File: config.mk
export PLATFORM = sky130hd
export DESIGN_NAME = mat_vec_mult
export DESIGN_NICKNAME = d
export VERILOG_FILES = /design/src/rtl/mvm_pkg.sv /design/src/rtl/mvm_fifo.sv /design/src/rtl/mat_vec_mult.sv
export SDC_FILE = /design/constraint.sdc
export NUM_CORES = 2
export LEC_CHECK = 0
export ABC_AREA = 1
export CAP_MARGIN = 25
export CORE_MARGIN = 2
export CORE_UTILIZATION = 55
export DETAILED_ROUTE_END_ITERATION = 16
export GPL_TIMING_DRIVEN = 1
export PLACE_DENSITY = 0.74
export SLEW_MARGIN = 0
export SYNTH_ARGS = -nofsm -noshare
export SYNTH_HDL_FRONTEND = slang
export SYNTH_SLANG_ARGS = --single-unit
File: constraint.sdc
create_clock -name clk -period 5.7 [get_ports clk]
set_input_delay 1.425 -clock clk [delete_from_list [all_inputs] [get_ports clk]]
set_output_delay 1.425 -clock clk [all_outputs]
set_load 0.05 [all_outputs]
File: src/rtl/mvm_pkg.sv
// Shared defaults, accumulator width and controller state encoding for the
// 8x8 matrix-vector multiplier.
package mvm_pkg;

  localparam int DATA_WIDTH = 8;
  localparam int DEPTH      = 8;
  localparam int NUM_ROWS   = 8;
  localparam int ACC_WIDTH  = 3 * DATA_WIDTH;

  typedef enum logic [1:0] {
    FILL    = 2'd0,
    COMPUTE = 2'd1,
    DONE    = 2'd2
  } mvm_state_e;

endpackage

File: src/rtl/mvm_fifo.sv
// Synchronous show-ahead FIFO: the head entry is visible combinationally.
// A low clr_n empties it on the next edge and blocks that cycle's write/read.
module mvm_fifo
  import mvm_pkg::*;
#(
  parameter int DW    = DATA_WIDTH,
  parameter int DEPTH = mvm_pkg::DEPTH
) (
  input  logic          clk,
  input  logic          rst_n,
  input  logic          clr_n,
  input  logic          wren,
  input  logic          rden,
  input  logic [DW-1:0] din,
  output logic          full,
  output logic          empty,
  output logic [DW-1:0] head
);

  localparam int AW = (DEPTH > 1) ? $clog2(DEPTH) : 1;
  localparam logic [AW-1:0] LAST_PTR = AW'(DEPTH - 1);

  logic [DW-1:0] r_mem [DEPTH];
  logic [AW-1:0] r_wr_ptr, r_rd_ptr;
  logic [AW:0]   r_count;
  logic          w_wr, w_rd;

  assign full  = (r_count == (AW+1)'(DEPTH));
  assign empty = (r_count == '0);
  assign head  = r_mem[r_rd_ptr];

  // Full-drop and empty-pop are silently ignored.
  assign w_wr = clr_n & wren & ~full;
  assign w_rd = clr_n & rden & ~empty;

  always_ff @(posedge clk) begin
    if (w_wr) r_mem[r_wr_ptr] <= din;
  end

  always_ff @(posedge clk or negedge rst_n) begin
    if (!rst_n) begin
      r_wr_ptr <= '0;
      r_rd_ptr <= '0;
      r_count  <= '0;
    end else if (!clr_n) begin
      r_wr_ptr <= '0;
      r_rd_ptr <= '0;
      r_count  <= '0;
    end else begin
      if (w_wr) r_wr_ptr <= (r_wr_ptr == LAST_PTR) ? '0 : r_wr_ptr + 1'b1;
      if (w_rd) r_rd_ptr <= (r_rd_ptr == LAST_PTR) ? '0 : r_rd_ptr + 1'b1;
      case ({w_wr, w_rd})
        2'b10:   r_count <= r_count + 1'b1;
        2'b01:   r_count <= r_count - 1'b1;
        default: r_count <= r_count;
      endcase
    end
  end

endmodule

File: src/rtl/mat_vec_mult.sv
// 8x8 matrix times 8-vector: eight row FIFOs and one vector FIFO feed eight
// MAC lanes in lockstep. Define MVM_SIGNED_EN for two's-complement operands.
module mat_vec_mult #(
  parameter int DATA_WIDTH = mvm_pkg::DATA_WIDTH,
  parameter int DEPTH      = mvm_pkg::DEPTH,
  parameter int NUM_ROWS   = mvm_pkg::NUM_ROWS
) (
  input  logic                      clk,
  input  logic                      rst_n,
  input  logic                      Clr,
  input  logic                      a_wren,
  input  logic                      b_wren,
  input  logic [DATA_WIDTH-1:0]     a_fifo_in [7:0],
  input  logic [DATA_WIDTH-1:0]     b_fifo_in,
  output logic [3*DATA_WIDTH-1:0]   out       [7:0]
);
  import mvm_pkg::*;

  localparam int ACC_W = 3 * DATA_WIDTH;
  localparam int PRD_W = 2 * DATA_WIDTH;
  localparam logic [2:0] LAST_COL = 3'(DEPTH - 1);

  mvm_state_e              r_state;
  logic [2:0]              r_col;
  logic [ACC_W-1:0]        r_acc    [8];
  logic [DATA_WIDTH-1:0]   w_a_head [8];
  logic [7:0]              w_a_full;
  logic [DATA_WIDTH-1:0]   w_b_head;
  logic                    w_b_full;
  logic                    w_fill, w_all_full, w_go, w_mac;

  assign w_fill     = (r_state == FILL);
  assign w_all_full = (&w_a_full) & w_b_full;
  // The edge that leaves FILL already consumes column 0, so the last write at
  // edge N leaves final results after edge N+DEPTH.
  assign w_go       = w_fill & w_all_full;
  assign w_mac      = w_go | (r_state == COMPUTE);

  for (genvar g = 0; g < 8; g++) begin : g_afifo
    logic w_empty_unused;
    mvm_fifo #(.DW(DATA_WIDTH), .DEPTH(DEPTH)) u_fifo (
      .clk   (clk),
      .rst_n (rst_n),
      .clr_n (Clr),
      .wren  (a_wren & w_fill),
      .rden  (w_mac),
      .din   (a_fifo_in[g]),
      .full  (w_a_full[g]),
      .empty (w_empty_unused),
      .head  (w_a_head[g])
    );
  end

  logic w_b_empty_unused;
  mvm_fifo #(.DW(DATA_WIDTH), .DEPTH(DEPTH)) u_bfifo (
    .clk   (clk),
    .rst_n (rst_n),
    .clr_n (Clr),
    .wren  (b_wren & w_fill),
    .rden  (w_mac),
    .din   (b_fifo_in),
    .full  (w_b_full),
    .empty (w_b_empty_unused),
    .head  (w_b_head)
  );

  always_ff @(posedge clk or negedge rst_n) begin
    if (!rst_n) begin
      r_state <= FILL;
      r_col   <= '0;
    end else if (!Clr) begin
      r_state <= FILL;
      r_col   <= '0;
    end else begin
      case (r_state)
        FILL: if (w_all_full) begin
          r_state <= COMPUTE;
          r_col   <= 3'd1;
        end
        COMPUTE: begin
          r_col <= r_col + 1'b1;
          if (r_col == LAST_COL) begin
            r_state <= DONE;
            r_col   <= '0;
          end
        end
        DONE:    r_state <= DONE;
        default: r_state <= FILL;
      endcase
    end
  end

  for (genvar g = 0; g < 8; g++) begin : g_lane
    logic [ACC_W-1:0] w_prod_ext;
`ifdef MVM_SIGNED_EN
    logic signed [PRD_W-1:0] w_prod;
    assign w_prod     = $signed(w_a_head[g]) * $signed(w_b_head);
    assign w_prod_ext = {{(ACC_W-PRD_W){w_prod[PRD_W-1]}}, w_prod};
`else
    logic [PRD_W-1:0] w_prod;
    assign w_prod     = w_a_head[g] * w_b_head;
    assign w_prod_ext = {{(ACC_W-PRD_W){1'b0}}, w_prod};
`endif

    always_ff @(posedge clk or negedge rst_n) begin
      if (!rst_n)     r_acc[g] <= '0;
      else if (!Clr)  r_acc[g] <= '0;
      else if (w_mac) r_acc[g] <= r_acc[g] + w_prod_ext;
    end

    assign out[g] = r_acc[g];
  end

endmodule

Yosys cells after proc, flatten, opt, wreduce, memory -nomap -nowiden
Memory sizes are Yosys's and may differ from the RTL's.
Index checks and enable logic that the tools add are counted.
Storage, ports and cells
  memory bits (writable): 576
  logic and storage cells: 349
  flip-flop bits (word level): 287
  output and inout bits: 192
  memories kept: 9
Cells by class
  $add $sub $neg: 45
  reduce and logical (&&, ||, !) cells: 13
  bitwise operators: 44
  eq/ne operators: 79
  $mul: 8
  muxes and demuxes: 114
Memory list
  g_afifo[0].u_fifo.r_mem: depth 8, width 8, rd ports 1, clocked after memory_dff 0, wr ports 1, RTL line mvm_fifo.sv:23  | logic [DW-1:0] r_mem [DEPTH];
  g_afifo[1].u_fifo.r_mem: depth 8, width 8, rd ports 1, clocked after memory_dff 0, wr ports 1, RTL line mvm_fifo.sv:23
  g_afifo[2].u_fifo.r_mem: depth 8, width 8, rd ports 1, clocked after memory_dff 0, wr ports 1, RTL line mvm_fifo.sv:23
  g_afifo[3].u_fifo.r_mem: depth 8, width 8, rd ports 1, clocked after memory_dff 0, wr ports 1, RTL line mvm_fifo.sv:23
  g_afifo[4].u_fifo.r_mem: depth 8, width 8, rd ports 1, clocked after memory_dff 0, wr ports 1, RTL line mvm_fifo.sv:23
  g_afifo[5].u_fifo.r_mem: depth 8, width 8, rd ports 1, clocked after memory_dff 0, wr ports 1, RTL line mvm_fifo.sv:23
  3 more memories
Operator list (count)
  two-way mux 24 bit: 16
  adder 24 x 16 -> 24 bit: 8
  two-way mux 3 bit: 57
  multiplier 8 x 8 -> 16 bit: 8
  case mux 4 bit (2 select lines): 9
  adder 3 x 1 -> 3 bit (second input constant): 19
  == test 3 bit (second input constant): 19
  inequality test 2 x 1 -> 1 bit (second input constant): 19
  adder 4 x 1 -> 4 bit (second input constant): 9
  == test 4 bit (second input constant): 9
  logical NOT 4 bit: 9
  two-way mux 4 bit: 9
  subtractor 4 x 1 -> 4 bit (second input constant): 9
  inequality test 3 x 1 -> 1 bit (second input constant): 10
  bitwise AND 1 bit: 25
  == test 2 x 1 -> 1 bit (second input constant): 10
  == test 2 bit (second input constant): 10
  two-way mux 1 bit: 18
  inverter 1 bit: 18
  AND reduction 8 bit: 1
  two-way mux 2 bit: 3
  inequality test 3 x 2 -> 1 bit (second input constant): 2
  case mux 2 bit (3 select lines): 1
  case mux 3 bit (2 select lines): 1
  other kinds (3): 4

Logic depth before layout (Yosys ltp)
  depth after elaboration: 10
  gate-level depth with buffers: 31

By module
From an unflattened synthesis, not the netlist that was laid out.
Second synthesis, totals
  cell total of the unflattened synthesis: 7005
  area total of the unflattened synthesis: 60347.9 um^2
By module, submodules not included
  mat_vec_mult: cells each 4490, sequential area each 4929.7 um^2, area an instance 31716.7 um^2, times used 1
  mvm_fifo (g_afifo[3].u_fifo ...): cells each 280, sequential area each 2172.1 um^2, area an instance 3185.6 um^2, times used 5
  mvm_fifo (g_afifo[1].u_fifo): cells each 281, sequential area each 2172.1 um^2, area an instance 3195.6 um^2, times used 1
  mvm_fifo (g_afifo[0].u_fifo): cells each 279, sequential area each 2172.1 um^2, area an instance 3176.8 um^2, times used 1
  mvm_fifo (g_afifo[2].u_fifo): cells each 278, sequential area each 2172.1 um^2, area an instance 3171.8 um^2, times used 1
  mvm_fifo (u_bfifo): cells each 277, sequential area each 2172.1 um^2, area an instance 3159.3 um^2, times used 1

Least setup slack after synthesis
No wires, ideal clock.
  path kind: register to register
  start: register u_bfifo.r_rd_ptr[0]
  end: register r_acc (netlist bit out[164])
  setup slack: 464 ps
  stages on the path, launching flop included: 28
  path buffers: 4
  data required time: 5582 ps
  arrival time: 5118 ps
  cells stage by stage: dfrtp_1 buf_4 inv_4 buf_4 nor2_1 o32ai_1 inv_1 o21ai_1 buf_2 buf_2 nand2_1 fa_1 inv_1 fa_1 fa_1 inv_1 fa_1 inv_1 ha_1 a21oi_1 a21boi_0 o21ai_0 nand2_1 nand2_1 nand4_1 nand2_1 nand2_1 nor2_1
On the way
  longest elaborated chain between the ends: 5
Ends and longest elaborated chain
  from (decl): RTL line mvm_fifo.sv:24  | logic [AW-1:0] r_wr_ptr, r_rd_ptr;
  from (signal assigned): RTL line mvm_fifo.sv:51  | if (w_rd) r_rd_ptr <= (r_rd_ptr == LAST_PTR) ? '0 : r_rd_ptr + 1'b1;
  memory (8 x 8 bit)
  multiplier 8 x 8 -> 16 bit: RTL line mat_vec_mult.sv:101  | assign w_prod = w_a_head[g] * w_b_head;
  adder 24 x 16 -> 24 bit: RTL line mat_vec_mult.sv:108  | else if (w_mac) r_acc[g] <= r_acc[g] + w_prod_ext;
  two-way mux 24 bit: RTL line mat_vec_mult.sv:108
  two-way mux 24 bit: RTL line mat_vec_mult.sv:107  | else if (!Clr) r_acc[g] <= '0;
  to (signal, indexed assignment): RTL line mat_vec_mult.sv:108
  to (decl): RTL line mat_vec_mult.sv:25  | logic [ACC_W-1:0] r_acc [8];
Every way passes these cells. The select of a mux whose other input is x is not followed.
A chain may end at the register's enable or synchronous reset.

Worst setup path after layout
  start: register u_bfifo.r_rd_ptr[0]
  end: register r_acc (netlist bit out[114])
The elaborated chain is that of the path after synthesis.

==> results.json <==
{
  "hold_violations": 0,
  "synthCells": 6247,
  "fin_crit_ns": 5.48,
  "wl_per_cell_um": 19.0,
  "grt.total_usage": 0.289,
  "hold_class": "flip-flop to flip-flop",
  "antenna_found_initial": 10,
  "core-area_um2": 105000,
  "layout_worst_path_cycle_share": 0.962,
  "fmax_mhz": 182,
  "finalSetupViolations": 0,
  "worstPathArrival_ns": 6.11,
  "area_growth_pct": 15.9,
  "ys.flop_type": "edfxtp_1",
  "drc": 0,
  "reg2reg_to": "out[114]",
  "status": "completed",
  "yosysTopAreaCellShare": 0.297,
  "ant_nets": 0,
  "r2r-start": "u_bfifo.r_rd_ptr[0]",
  "drv_cap": 0,
  "cts_tree": "yes",
  "synth_nets": 7120,
  "place_congestion": 0.927,
  "synth-adder-area-share": 0.224,
  "syn_area_um2": 58200,
  "numCtsBuffers": 94,
  "cts_hold_buffers": 0,
  "yosys.area_share.simple": 0.156,
  "numPortBuffers": 268,
  "rrSetupSlack_ns": 0.22,
  "synth_area_leader_cell": "edfxtp_1",
  "drtPass1Iterations": 6,
  "yosysWarnings": 0,
  "synth_compound_area_frac": 0.0888,
  "clock_latency_ns": 0.70,
  "slew_viol_final": 0,
  "hold_path_end": "r_state[1]",
  "skew_ns": 0.0263,
  "cp-start-kind": "flip-flop",
  "timing.final.ws_setup_ns": 0.216,
  "grt.overflow.total": 0,
  "criticalPathCategory": "flip-flop to flip-flop",
  "first_global_vias": 45000,
  "viasPerCell": 5.47,
  "dpl_worst_slack_ns": 0.0684,
  "hold_path_depth": 2,
  "cp_data_required_time_ns": 6.32,
  "grt_max_degree": 112,
  "wl_um": 155000,
  "grt_pass1_wl_um": 244000,
  "synth_seq_area_share": 0.421,
  "dp.cells": 7972,
  "min_from": "r_state[1]",
  "num_io_pins": 269,
  "async_flop_share": 0.333,
  "synthMostInstantiatedCell": "inv_1",
  "num_rows": 119,
  "synth_common_cells": "inv_1, nor2_1, nand2_1",
  "postSynthAreaPerCell_um2": 9.31,
  "relSlewSlack": 0.297,
  "die_x_um": 329,
  "layout.nets": 7552,
  "fin_cells": 8155,
  "ys_types": 54,
  "die-area_um2": 108000,
  "detail_route.iter0.violations": 3750,
  "synth_edf_count": 576,
  "synth_area_leaders": "edfxtp_1, fa_1, dfrtp_1",
  "tightest_slew_ns": 1.06,
  "synth_top_family_by_area": "adder cells",
  "vias": 44600,
  "die_h_um": 329,
  "rsz0062_at_grt": "true",
  "drive_above_1_share": 0.0822,
  "cts_sinks": 863,
  "h-tree-depth": 3,
  "clk_pin_slew_ns": 0.06,
  "nFillCells": 8472,
  "hold_slack_ns": 0.493,
  "dp_hpwl_um": 114000,
  "clockRootBuffer": "clkbuf_16",
  "synthMuxAreaShare": 0,
  "synth_xor_area_frac": 0.0182,
  "ys_seq_elements": 863,
  "end_kind": "flip-flop",
  "ff2ff_path_depth": 22,
  "clock_path_buffers": 3,
  "path_max_fanout": 10,
  "initial_core_util": 0.553
}
[what timing repair did]
action / 4_1_cts / 5_1_grt
setup endpoints to repair: 0 / 114
gates resized for setup: 0 / 70
setup buffers: 0 / 2
[area by class of cell]
type | instances | area, um2 | share of cell area
diodes | 4 | 10.0 | 0.000148
repair buffers | 542 | 5130 | 0.0760
multi-input cells | 4024 | 28500 | 0.422
inverters | 1154 | 4350 | 0.0645
clock inverters | 61 | 691 | 0.0102
well taps | 1391 | 1740 | 0.0258
clock buffers | 116 | 2540 | 0.0377
flip-flops and latches | 863 | 24500 | 0.363
[routing by layer]
metal | vias up | global-route usage | wire, um
met5 | - | 0 | 0
met4 | 0 | 0.0981 | 5110
met3 | 286 | 0.0362 | 10100
met2 | 1603 | 0.495 | 76000
met1 | 21800 | 0.380 | 63300
li1 | 21000 | - | -
[flip-flops by register name, summed over array words and instances, names as in the netlist, 4 cells and up]
signal and flops:
g_afifo.u_fifo.r_mem 512, g_afifo.u_fifo.r_wr_ptr 24, u_bfifo.r_count 4, g_afifo.u_fifo.r_rd_ptr 24, out 192, g_afifo.u_fifo.r_count 32, u_bfifo.r_mem 64
[metrics by stage]
stage / cell area [um2] / TNS (ns) / utilization
final: 67400 / 0 / 0.641
after global routing: 67400 / -0.593 / 0.641
after CTS: 67200 / 0 / 0.640
after detailed placement: 64000 / 0 / 0.609
after global placement: 64000 / 0 / 0.609
after floorplan: 58200 / 0 / -
[worst max path at each step]
stage	from	to	slack, ns	depth (start not counted)
3_5_place_dp	u_bfifo.r_rd_ptr[0]	out[139]	0.07	22
2_1_floorplan	u_bfifo.r_rd_ptr[0]	out[164]	0.46	27
5_1_grt	u_bfifo.r_rd_ptr[0]	out[189]	-0.07	25
4_1_cts	u_bfifo.r_rd_ptr[0]	out[114]	0.05	22
6_report	u_bfifo.r_rd_ptr[0]	out[114]	0.22	22
3_3_place_gp	g_afifo[6].u_fifo.r_rd_ptr[1]	out[158]	0.18	22
[critical path, stage by stage (launching register included)]
cell     delay (ns)
dfrtp_2        0.50
buf_4          0.22
nor2_1         0.07
o32ai_1        0.33
nand2_1        0.16
o21ai_4        0.13
buf_4          0.32
nand2_1        0.11
fa_1           0.46
fa_1           0.51
inv_1          0.05
fa_1           0.49
inv_1          0.06
fa_1           0.49
inv_1          0.05
ha_1           0.35
a21oi_1        0.13
o21ai_2        0.19
a21oi_2        0.07
or2_2          0.29
a21oi_1        0.16
o21ai_0        0.10
a21oi_1        0.18
[layout by cell type, fill, tap and decap left out, types with 13 or more instances in the layout]
cell type        count
xor2_1              61
o21ai_2             13
ha_1               385
dfrtp_1            281
o21ai_0            354
nand2_1            978
nand4_1             44
edfxtp_1           576
nor3_1              14
o21ai_1             69
o22ai_1             71
fa_1               409
xnor2_1             60
buf_4              240
a21oi_1            128
inv_2               32
clkbuf_16           97
nand2_2             16
clkinv_2            19
clkinv_1            16
inv_1             1114
nand3_1            122
nor2_1            1037
buf_12              27
clkbuf_1            15
o32ai_1            141
clkdlybuf4s50_1    266
[kinds of logic (layout without fill, tap and decap cells)]
kind of cell,after synthesis,count (layout)
AND/OR/NAND/NOR,2251,2251
buffers and inverters,1360,1873
flip-flops,863,863
AO/OA/AOI/OAI,856,856
adder cells (fa/ha/maj),796,796
XOR/XNOR,121,121
other,0,4
Power is not shown: default switching activity piles up to over one toggle a cycle in this logic, so the estimate is an artifact.
